**config.mk**
```make
export PLATFORM = sky130hd
export DESIGN_NAME = sound_trigger_player
export DESIGN_NICKNAME = d
export VERILOG_FILES = /design/src/rtl/sound_trigger_player.sv
export SDC_FILE = /design/constraint.sdc
export NUM_CORES = 1
export LEC_CHECK = 0
export ABC_AREA = 1
export CORE_AREA = 4 4 79 81
export DETAILED_ROUTE_END_ITERATION = 10
export DIE_AREA = 0 0 83 85
export HOLD_SLACK_MARGIN = 0.05
export PLACE_DENSITY = 0.81
export RECOVER_POWER = 25
export SYNTH_ARGS = -nofsm -noshare
export SYNTH_HDL_FRONTEND = slang
export SYNTH_SLANG_ARGS = --single-unit
```
**constraint.sdc**
```tcl
create_clock -name clk -period 3.4 [get_ports clk]
set_input_delay 0.68 -clock clk [delete_from_list [all_inputs] [get_ports clk]]
set_output_delay 0.68 -clock clk [all_outputs]
set_load 0.02 [all_outputs]
```
**src/rtl/sound_trigger_player.sv**
```systemverilog
// ============================================================================
// Module      : sound_trigger_player
// Description : Synchronises the pmod1/pmod2 sound triggers and plays the start
//               or goal jingle as a square wave on the buzzer output.
//               Optional build macro: MUTE_PIN_EN (pmod4 mutes the buzzer).
// Revision    : 1.0 - initial release
// ============================================================================
`default_nettype none
`timescale 1ns/1ps

module sound_trigger_player #(
    parameter int CLK_HZ     = 100_000_000,
    parameter int NOTE_TICKS = 12_500_000,
    parameter int GAP_TICKS  = 2_500_000
) (
    input  logic       clk,
    input  logic       rst,
    input  logic       pmod1,
    input  logic       pmod2,
    input  logic       pmod4,
    output logic       buzzer,
    output logic       busy,
    output logic       melody,
    output logic [1:0] note_idx,
    output logic       done
);

    localparam int HP_C5 = CLK_HZ / (2 * 523);
    localparam int HP_E5 = CLK_HZ / (2 * 659);
    localparam int HP_G5 = CLK_HZ / (2 * 784);
    localparam int HP_C6 = CLK_HZ / (2 * 1047);

    // C5 is the lowest note, so its half-period bounds the tone counter.
    localparam int TONE_W  = (HP_C5 > 1) ? $clog2(HP_C5) : 1;
    localparam int DUR_MAX = (NOTE_TICKS > GAP_TICKS) ? NOTE_TICKS : GAP_TICKS;
    localparam int DUR_W   = (DUR_MAX > 1) ? $clog2(DUR_MAX) : 1;

    localparam logic [TONE_W-1:0] HPM1_C5   = TONE_W'(HP_C5 - 1);
    localparam logic [TONE_W-1:0] HPM1_E5   = TONE_W'(HP_E5 - 1);
    localparam logic [TONE_W-1:0] HPM1_G5   = TONE_W'(HP_G5 - 1);
    localparam logic [TONE_W-1:0] HPM1_C6   = TONE_W'(HP_C6 - 1);
    localparam logic [DUR_W-1:0]  NOTE_LAST = DUR_W'(NOTE_TICKS - 1);
    localparam logic [DUR_W-1:0]  GAP_LAST  = DUR_W'(GAP_TICKS - 1);

    typedef enum logic [1:0] {
        IDLE = 2'd0,
        PLAY = 2'd1,
        GAP  = 2'd2
    } state_t;

    state_t              state;
    logic [1:0]          p1_sync;
    logic [1:0]          p2_sync;
    logic                p1_d;
    logic                p2_d;
    logic                rise1;
    logic                rise2;
    logic [TONE_W-1:0]   tone_cnt;
    logic [DUR_W-1:0]    dur_cnt;
    logic [TONE_W-1:0]   hp_m1;
    logic                last_note;
    logic                tone;

    always_ff @(posedge clk or negedge rst) begin
        if (!rst) begin
            p1_sync <= 2'b00;
            p2_sync <= 2'b00;
            p1_d    <= 1'b0;
            p2_d    <= 1'b0;
        end else begin
            p1_sync <= {p1_sync[0], pmod1};
            p2_sync <= {p2_sync[0], pmod2};
            p1_d    <= p1_sync[1];
            p2_d    <= p2_sync[1];
        end
    end

    assign rise1 = p1_sync[1] & ~p1_d;
    assign rise2 = p2_sync[1] & ~p2_d;

    always_comb begin
        hp_m1 = HPM1_C6;
        case ({melody, note_idx})
            3'b000:  hp_m1 = HPM1_C5;
            3'b001:  hp_m1 = HPM1_E5;
            3'b010:  hp_m1 = HPM1_G5;
            3'b011:  hp_m1 = HPM1_C6;
            3'b100:  hp_m1 = HPM1_G5;
            default: hp_m1 = HPM1_C6;
        endcase
    end

    assign last_note = melody ? (note_idx == 2'd2) : (note_idx == 2'd3);

    always_ff @(posedge clk or negedge rst) begin
        if (!rst) begin
            state    <= IDLE;
            busy     <= 1'b0;
            melody   <= 1'b0;
            note_idx <= 2'd0;
            done     <= 1'b0;
            tone     <= 1'b0;
            tone_cnt <= '0;
            dur_cnt  <= '0;
        end else begin
            done <= 1'b0;
            // A goal trigger always (re)starts the goal jingle; start only from idle.
            if (rise2 || (state == IDLE && rise1)) begin
                state    <= PLAY;
                busy     <= 1'b1;
                melody   <= rise2;
                note_idx <= 2'd0;
                tone     <= 1'b0;
                tone_cnt <= '0;
                dur_cnt  <= '0;
            end else begin
                case (state)
                    PLAY: begin
                        if (dur_cnt == NOTE_LAST) begin
                            state    <= GAP;
                            dur_cnt  <= '0;
                            tone     <= 1'b0;
                            tone_cnt <= '0;
                        end else begin
                            dur_cnt <= dur_cnt + DUR_W'(1);
                            if (tone_cnt == hp_m1) begin
                                tone_cnt <= '0;
                                tone     <= ~tone;
                            end else begin
                                tone_cnt <= tone_cnt + TONE_W'(1);
                            end
                        end
                    end
                    GAP: begin
                        if (dur_cnt == GAP_LAST) begin
                            dur_cnt <= '0;
                            if (last_note) begin
                                state <= IDLE;
                                busy  <= 1'b0;
                                done  <= 1'b1;
                            end else begin
                                state    <= PLAY;
                                note_idx <= note_idx + 2'd1;
                            end
                        end else begin
                            dur_cnt <= dur_cnt + DUR_W'(1);
                        end
                    end
                    default: begin
                        state <= IDLE;
                    end
                endcase
            end
        end
    end

`ifdef MUTE_PIN_EN
    logic [1:0] mute_sync;

    always_ff @(posedge clk or negedge rst) begin
        if (!rst) begin
            mute_sync <= 2'b00;
        end else begin
            mute_sync <= {mute_sync[0], pmod4};
        end
    end

    assign buzzer = tone & ~mute_sync[1];
`else
    logic unused_pmod4;

    assign unused_pmod4 = pmod4;
    assign buzzer       = tone;
`endif

endmodule

`default_nettype wire

```
==> impl_metrics.toml, run 1 <==
[setup_path]
cpMaxStageDelayCell = "o21ai_0"
r2r_start = "note_idx[0]$_DFFE_PN0P_"
cp.required_ns = 3.61
crit_type = "flip-flop to flip-flop"
critPathMaxStageDelay_ns = 0.41
crit_fanout = 19
cp_num_buf_inv = 1
critPathMostFrequentCell = "nand2_1"
worstPathArrival_ns = 2.45
worstPathCellList = "inv_1 -> ha_1 -> o21ai_0 -> nand2_1 -> nand2_1 -> nand3_1 -> nor2_1 -> nand3_1 -> nand2_2 -> nand2_1 -> nand2_1 -> nand2_1"
worst-r2r-cell-count = 12
start_kind = "flip-flop"
critPathCaptureType = "flip-flop"
crit_family = "simple AND/OR/NAND/NOR gates"
r2r-end = "buzzer$_DFFE_PN0P_"
reg2reg_slack_ns = 1.16

[clocking]
clock-root-buffer = "clkbuf_8"
hold_buffers = 0
cts_buffers = 5
cts_sinks = 55
cts_resized = 0
clkLatencyLatePin_ns = 0.31
clock_path_buffers = 2
post_cts_buffers = 0
htree_levels = 2
cts_tree = "yes"
path_clk_slew_ns = 0.10

[min_path]
holdPathEnd = "p2_sync[1]$_DFF_PN0_"
hold_path_depth = 0
hold_path.class = "flip-flop to flip-flop"
hold_start = "p2_sync[0]$_DFF_PN0_"

[power]
powerDensity_nw_per_um2 = 515.7
p_clk_share_pct = 22.5
p_sw_mw = 0.7625
comb_power_share_pct = 35.4
p_leak_nw = 1.675
p_int_mw = 1.146
netSwitchingFraction_pct = 39.95
ir_worst_vdd_mv = 0.3455
power.share.sequential_pct = 42.1

[drt]
drt_first_pass_iters = 5
postRouteAntennaNets = 0
vias = 3114
wirelength_um = 7630
routedWlPerCell_um = 13.72
routed_via_density = 5.601
dr.first_iter.drc_count = 181
drc = 0

[placed_design]
placed_cell_area_um2 = 3597
hpwl_um = 5637
pre_cts_slack_ns = 1.227
portBuffers = 9
place_inst = 549
gp_congestion = 0.8947

[cells_and_area]
fin_nets = 494
multi_input_area_um2 = 1798
seq_area_um2 = 1376
drive_above_1_share_pct = 8.884
fin_area_um2 = 3701
area_growth_pct = 6.212
fin_cells = 556
num_antenna_cells = 0
fillers = 486

[global_route]
grt_antenna_before_repair = 0
grt_max_degree = 56
grt_pass1_vias = 3035
grt-ovfl-total = 0
grt_pass1_wl_um = 13480
grt.total_usage_pct = 23.04

[timing]
slew_headroom_pct = 12.40
layout_setup_ws_ns = 1.162
drv_slew = 0
tightest_slew_ns = 1.314
fin_crit_sh_pct = 65.81
min_period_ns = 2.238
finalSetupViolCount = 0
hold_viol = 0
clock.fmax_mhz = 446.9
rsz0062_at_grt = "false"
tns_ns = 0
skew_ns = 0.01330

[die]
die_w_um = 83
num_io_pins = 11
fp.coreArea_um2 = 5473
start_util_pct = 63.67
dieArea_um2 = 7055
die_h_um = 85
rows = 27

[synthesis]
yosys_most_used_dff = "dfrtp_1"
synth_area_um2 = 3485
synthCells = 477
synth_nets = 487
synth.top_cell.area_share_pct = 39.50
synthTopCellsByArea = "dfrtp_1, nand2_1, inv_1"
synth_seq_cells = 55
synth_seq_area_share_pct = 39.50
synth_edf_count = 0
syn_area_per_cell_um2 = 7.305
ys_types = 35
yosysWarnings = 0
synth.largest_area_cell = "dfrtp_1"
async_flop_share_pct = 100.0

[job]
max_cap_violations = 0

[run_status]
outcome = "finished clean"
==> worst max path at each step <==
stage                            start                       to  depth (start not counted)
5_1_grt        note_idx[0]$_DFFE_PN0P_       buzzer$_DFFE_PN0P_                         13
3_5_place_dp   note_idx[0]$_DFFE_PN0P_       buzzer$_DFFE_PN0P_                         12
2_1_floorplan  note_idx[0]$_DFFE_PN0P_  tone_cnt[3]$_DFFE_PN0P_                         13
4_1_cts        note_idx[0]$_DFFE_PN0P_       buzzer$_DFFE_PN0P_                         12
3_3_place_gp    dur_cnt[0]$_DFFE_PN0P_       buzzer$_DFFE_PN0P_                         10
6_report       note_idx[0]$_DFFE_PN0P_       buzzer$_DFFE_PN0P_                         12
==> through the flow <==
stage	hold WS, ns	util, %	power, mW
6_report	0.3591	67.63	1.909
5_1_grt	0.3780	67.63	2.056
4_1_cts	0.3632	67.67	1.923
3_5_place_dp	0.3403	65.73	1.498
3_3_place_gp	0.3333	65.73	1.476
2_1_floorplan	0.3312	-	1.313
==> registers in the layout, summed over array words and instances, names as in the netlist <==
| name | flops |
|---|---|
| p1_d | 1 |
| tone_cnt | 17 |
| state | 2 |
| p2_sync | 2 |
| dur_cnt | 24 |
| busy | 1 |
| p2_d | 1 |
| note_idx | 2 |
| melody | 1 |
| p1_sync | 2 |
| buzzer | 1 |
| done | 1 |
==> cell usage after synthesis, types with 2 or more instances <==
| cell | count |
|---|---|
| nor2_1 | 50 |
| nor2_4 | 2 |
| inv_2 | 7 |
| inv_1 | 57 |
| nor4_1 | 4 |
| nand3_1 | 40 |
| buf_2 | 5 |
| buf_6 | 2 |
| xor2_1 | 22 |
| dfrtp_1 | 55 |
| nor3_1 | 15 |
| nand2_2 | 3 |
| a21oi_1 | 21 |
| nand2_1 | 110 |
| ha_1 | 5 |
| or2_2 | 2 |
| nand4_1 | 20 |
| xnor2_1 | 2 |
| nor2_2 | 13 |
| o21ai_0 | 27 |
==> cells in the final DEF, fill, tap and decap left out, types with 15 or more instances in the layout <==
cell type,n
nand3_1,40
nor2_1,50
nor3_1,15
a21oi_1,21
nand2_1,110
nand4_1,20
inv_1,57
xor2_1,22
dfrtp_1,55
o21ai_0,27
==> power groups by stage <==
stage / registers [mW] / logic, mW / clock network (mW)
after floorplan: 0.823 / 0.490 / 0
after global placement: 0.814 / 0.662 / 0
after detailed placement: 0.815 / 0.682 / 0
after CTS: 0.803 / 0.684 / 0.436
after global routing: 0.815 / 0.769 / 0.471
final: 0.803 / 0.675 / 0.430
==> final cells by class <==
| class | instances | area share [%] |
|---|---|---|
| Multi-Input combinational cell | 348 | 48.58 |
| Sequential cell | 55 | 37.19 |
| Tap cell | 72 | 2.434 |
| Timing Repair Buffer | 10 | 2.434 |
| Clock buffer | 5 | 1.859 |
| Clock inverter | 2 | 1.014 |
| Inverter | 64 | 6.491 |
==> cell families (layout without fill, tap and decap cells) <==
group / after synthesis / in the layout / share of synthesized area (%)
fa+ha+maj: 5 / 5 / 1.795
buf+inv: 74 / 81 / 8.905
flops: 55 / 55 / 39.50
xor+xnor: 24 / 24 / 6.032
simple gates: 264 / 264 / 35.15
compound gates: 55 / 55 / 8.618
==> per-layer routing <==
layer	global-route usage [%]	part of all wire [%]
met1	28.85	44
met2	40.60	49
met3	3.301	4.4
met4	8.470	2.5
met5	0	0
Power figures use the tool's default switching activity.
==> inputs of run 2 (changes only) <==
- CORE_AREA: 4 4 79 81 -> 4 4 80 82
- DIE_AREA: 0 0 83 85 -> 0 0 84 86
- PLACE_DENSITY: 0.81 -> 0.79
- clock period: 3.4 -> 2.1 ns (I/O delays scaled with it)
==> impl_metrics.toml, run 2 (synthesized netlist as in run 1, its figures left out) <==
[run_status]
outcome = "finished clean"

[cells_and_area]
largest_reg_flops = 24
fin_nets = 518
num_antenna_cells = 0
reg_top3 = "dur_cnt x24, tone_cnt x17"
drive_above_1_share_pct = 15.32
seq_area_um2 = 1376
area_growth_pct = 13.68
mostFrequentLayoutCells = "nand2_1, inv_1, dfrtp_1"
fin_cells = 584
fillers = 497
final_common_cell = "nand2_1"
fin_area_um2 = 3961
top_register = "dur_cnt"
multi_input_area_um2 = 1866

[timing]
rsz0062_at_grt = "false"
slew_headroom_pct = 25.06
skew_ns = 0.01173
hold_viol = 0
holdWs_ns = 0.3613
fin_crit_sh_pct = 93.79
tightest_slew_ns = 1.124
clock.fmax_mhz = 507.7
finalSetupViolCount = 0
drv_slew = 0
min_period_ns = 1.970
tns_ns = 0

[die]
num_io_pins = 11
start_util_pct = 60.65
fp.coreArea_um2 = 5746
dieArea_um2 = 7224
rows = 28
die_h_um = 86
die_w_um = 84

[job]
max_cap_violations = 0

[drt]
postRouteAntennaNets = 0
wl_met3_um = 365
routed_via_density = 5.558
drc = 0
drt_first_pass_iters = 5
wl_met1_um = 3839
routedWlPerCell_um = 14.40
dr.first_iter.drc_count = 225
vias = 3246
wl_met2_um = 4038
top_layer = "met4"
wirelength_um = 8407

[clocking]
clkLatencyLatePin_ns = 0.31
cts_buffers = 5
cts_tree = "yes"
cts_sinks = 55
path_clk_slew_ns = 0.10
clock-root-buffer = "clkbuf_8"
htree_levels = 2
clock_path_buffers = 2

[global_route]
grt.total_usage_pct = 24.15
grt_antenna_before_repair = 0
grt_pass1_wl_um = 14290
grt_max_degree = 25
grt-ovfl-total = 0
grt_pass1_vias = 3159

[setup_path]
reg2reg_slack_ns = 0.13
crit_type = "flip-flop to flip-flop"
cp.required_ns = 2.30
start_kind = "flip-flop"
r2r_start = "dur_cnt[0]$_DFFE_PN0P_"
r2r-end = "dur_cnt[22]$_DFFE_PN0P_"
worstPathArrival_ns = 2.17
worst-r2r-cell-count = 9
crit_fanout = 13
critPathCaptureType = "flip-flop"

[placed_design]
hpwl_um = 6137
portBuffers = 9
placed_cell_area_um2 = 3716
place_inst = 564
gp_congestion = 0.8993

[power]
ir_worst_vdd_mv = 0.5998
powerDensity_nw_per_um2 = 827.9
p_total_mw = 3.280
p_leak_nw = 1.793

[min_path]
hold_path.class = "flip-flop to flip-flop"
hold_start = "p2_sync[0]$_DFF_PN0_"
holdPathEnd = "p2_sync[1]$_DFF_PN0_"
hold_path_depth = 0
==> run 2: final cells by class <==
class / instances / share of cell area, %
Clock buffer: 5 / 1.737
Clock inverter: 3 / 0.6317
Tap cell: 75 / 2.369
Multi-Input combinational cell: 349 / 47.09
Sequential cell: 55 / 34.74
Timing Repair Buffer: 33 / 7.359
Inverter: 64 / 6.064
==> run 2: through the flow <==
stage                     setup slack, ns  utilization, %
final                              0.1304           68.95
after global routing              0.01625           68.95
after CTS                        0.006674           66.49
after detailed placement          0.03564           64.68
after global placement             0.1186           64.68
after floorplan                    0.1543               -
==> run 2: critical path: stages, from the launching register on <==
cell and delay (ns):
dfrtp_1 0.44, ha_1 0.21, nand3_2 0.13, inv_2 0.14, buf_4 0.13, nand4_1 0.13
or2_4 0.27, a21oi_4 0.17, buf_12 0.17, nor2_1 0.05
==> run 2: layer usage <==
| layer | global-route usage [%] | vias to the layer above |
|---|---|---|
| li1 | - | 1603 |
| met1 | 31.90 | 1528 |
| met2 | 40.78 | 100 |
| met3 | 3.458 | 15 |
| met4 | 8.626 | 0 |
| met5 | 0 | - |
==> run 2: timing repair <==
action	4_1_cts	5_1_grt
hold buffers	1	0
endpoints found under the setup margin	0	21
gates resized for setup	0	18
setup buffers	0	10
endpoints found under the hold margin	19	0
==> run 2: worst max-delay path by stage <==
stage,startpoint,endpoint,slack [ns],cells past startpoint
final,dur_cnt[0]$_DFFE_PN0P_,dur_cnt[22]$_DFFE_PN0P_,0.13,9
after floorplan,note_idx[0]$_DFFE_PN0P_,tone_cnt[3]$_DFFE_PN0P_,0.15,13
after global routing,note_idx[1]$_DFFE_PN0P_,tone_cnt[5]$_DFFE_PN0P_,0.02,14
after global placement,note_idx[1]$_DFFE_PN0P_,tone_cnt[4]$_DFFE_PN0P_,0.12,13
after CTS,note_idx[1]$_DFFE_PN0P_,tone_cnt[6]$_DFFE_PN0P_,0.007,13
after detailed placement,note_idx[1]$_DFFE_PN0P_,tone_cnt[6]$_DFFE_PN0P_,0.04,13
==> run 2: power by group <==
part	internal [mW]	total, mW	switching (mW)
Combinational	0.514	1.37	0.854
Sequential	1.18	1.31	0.132
Clock	0.239	0.603	0.364
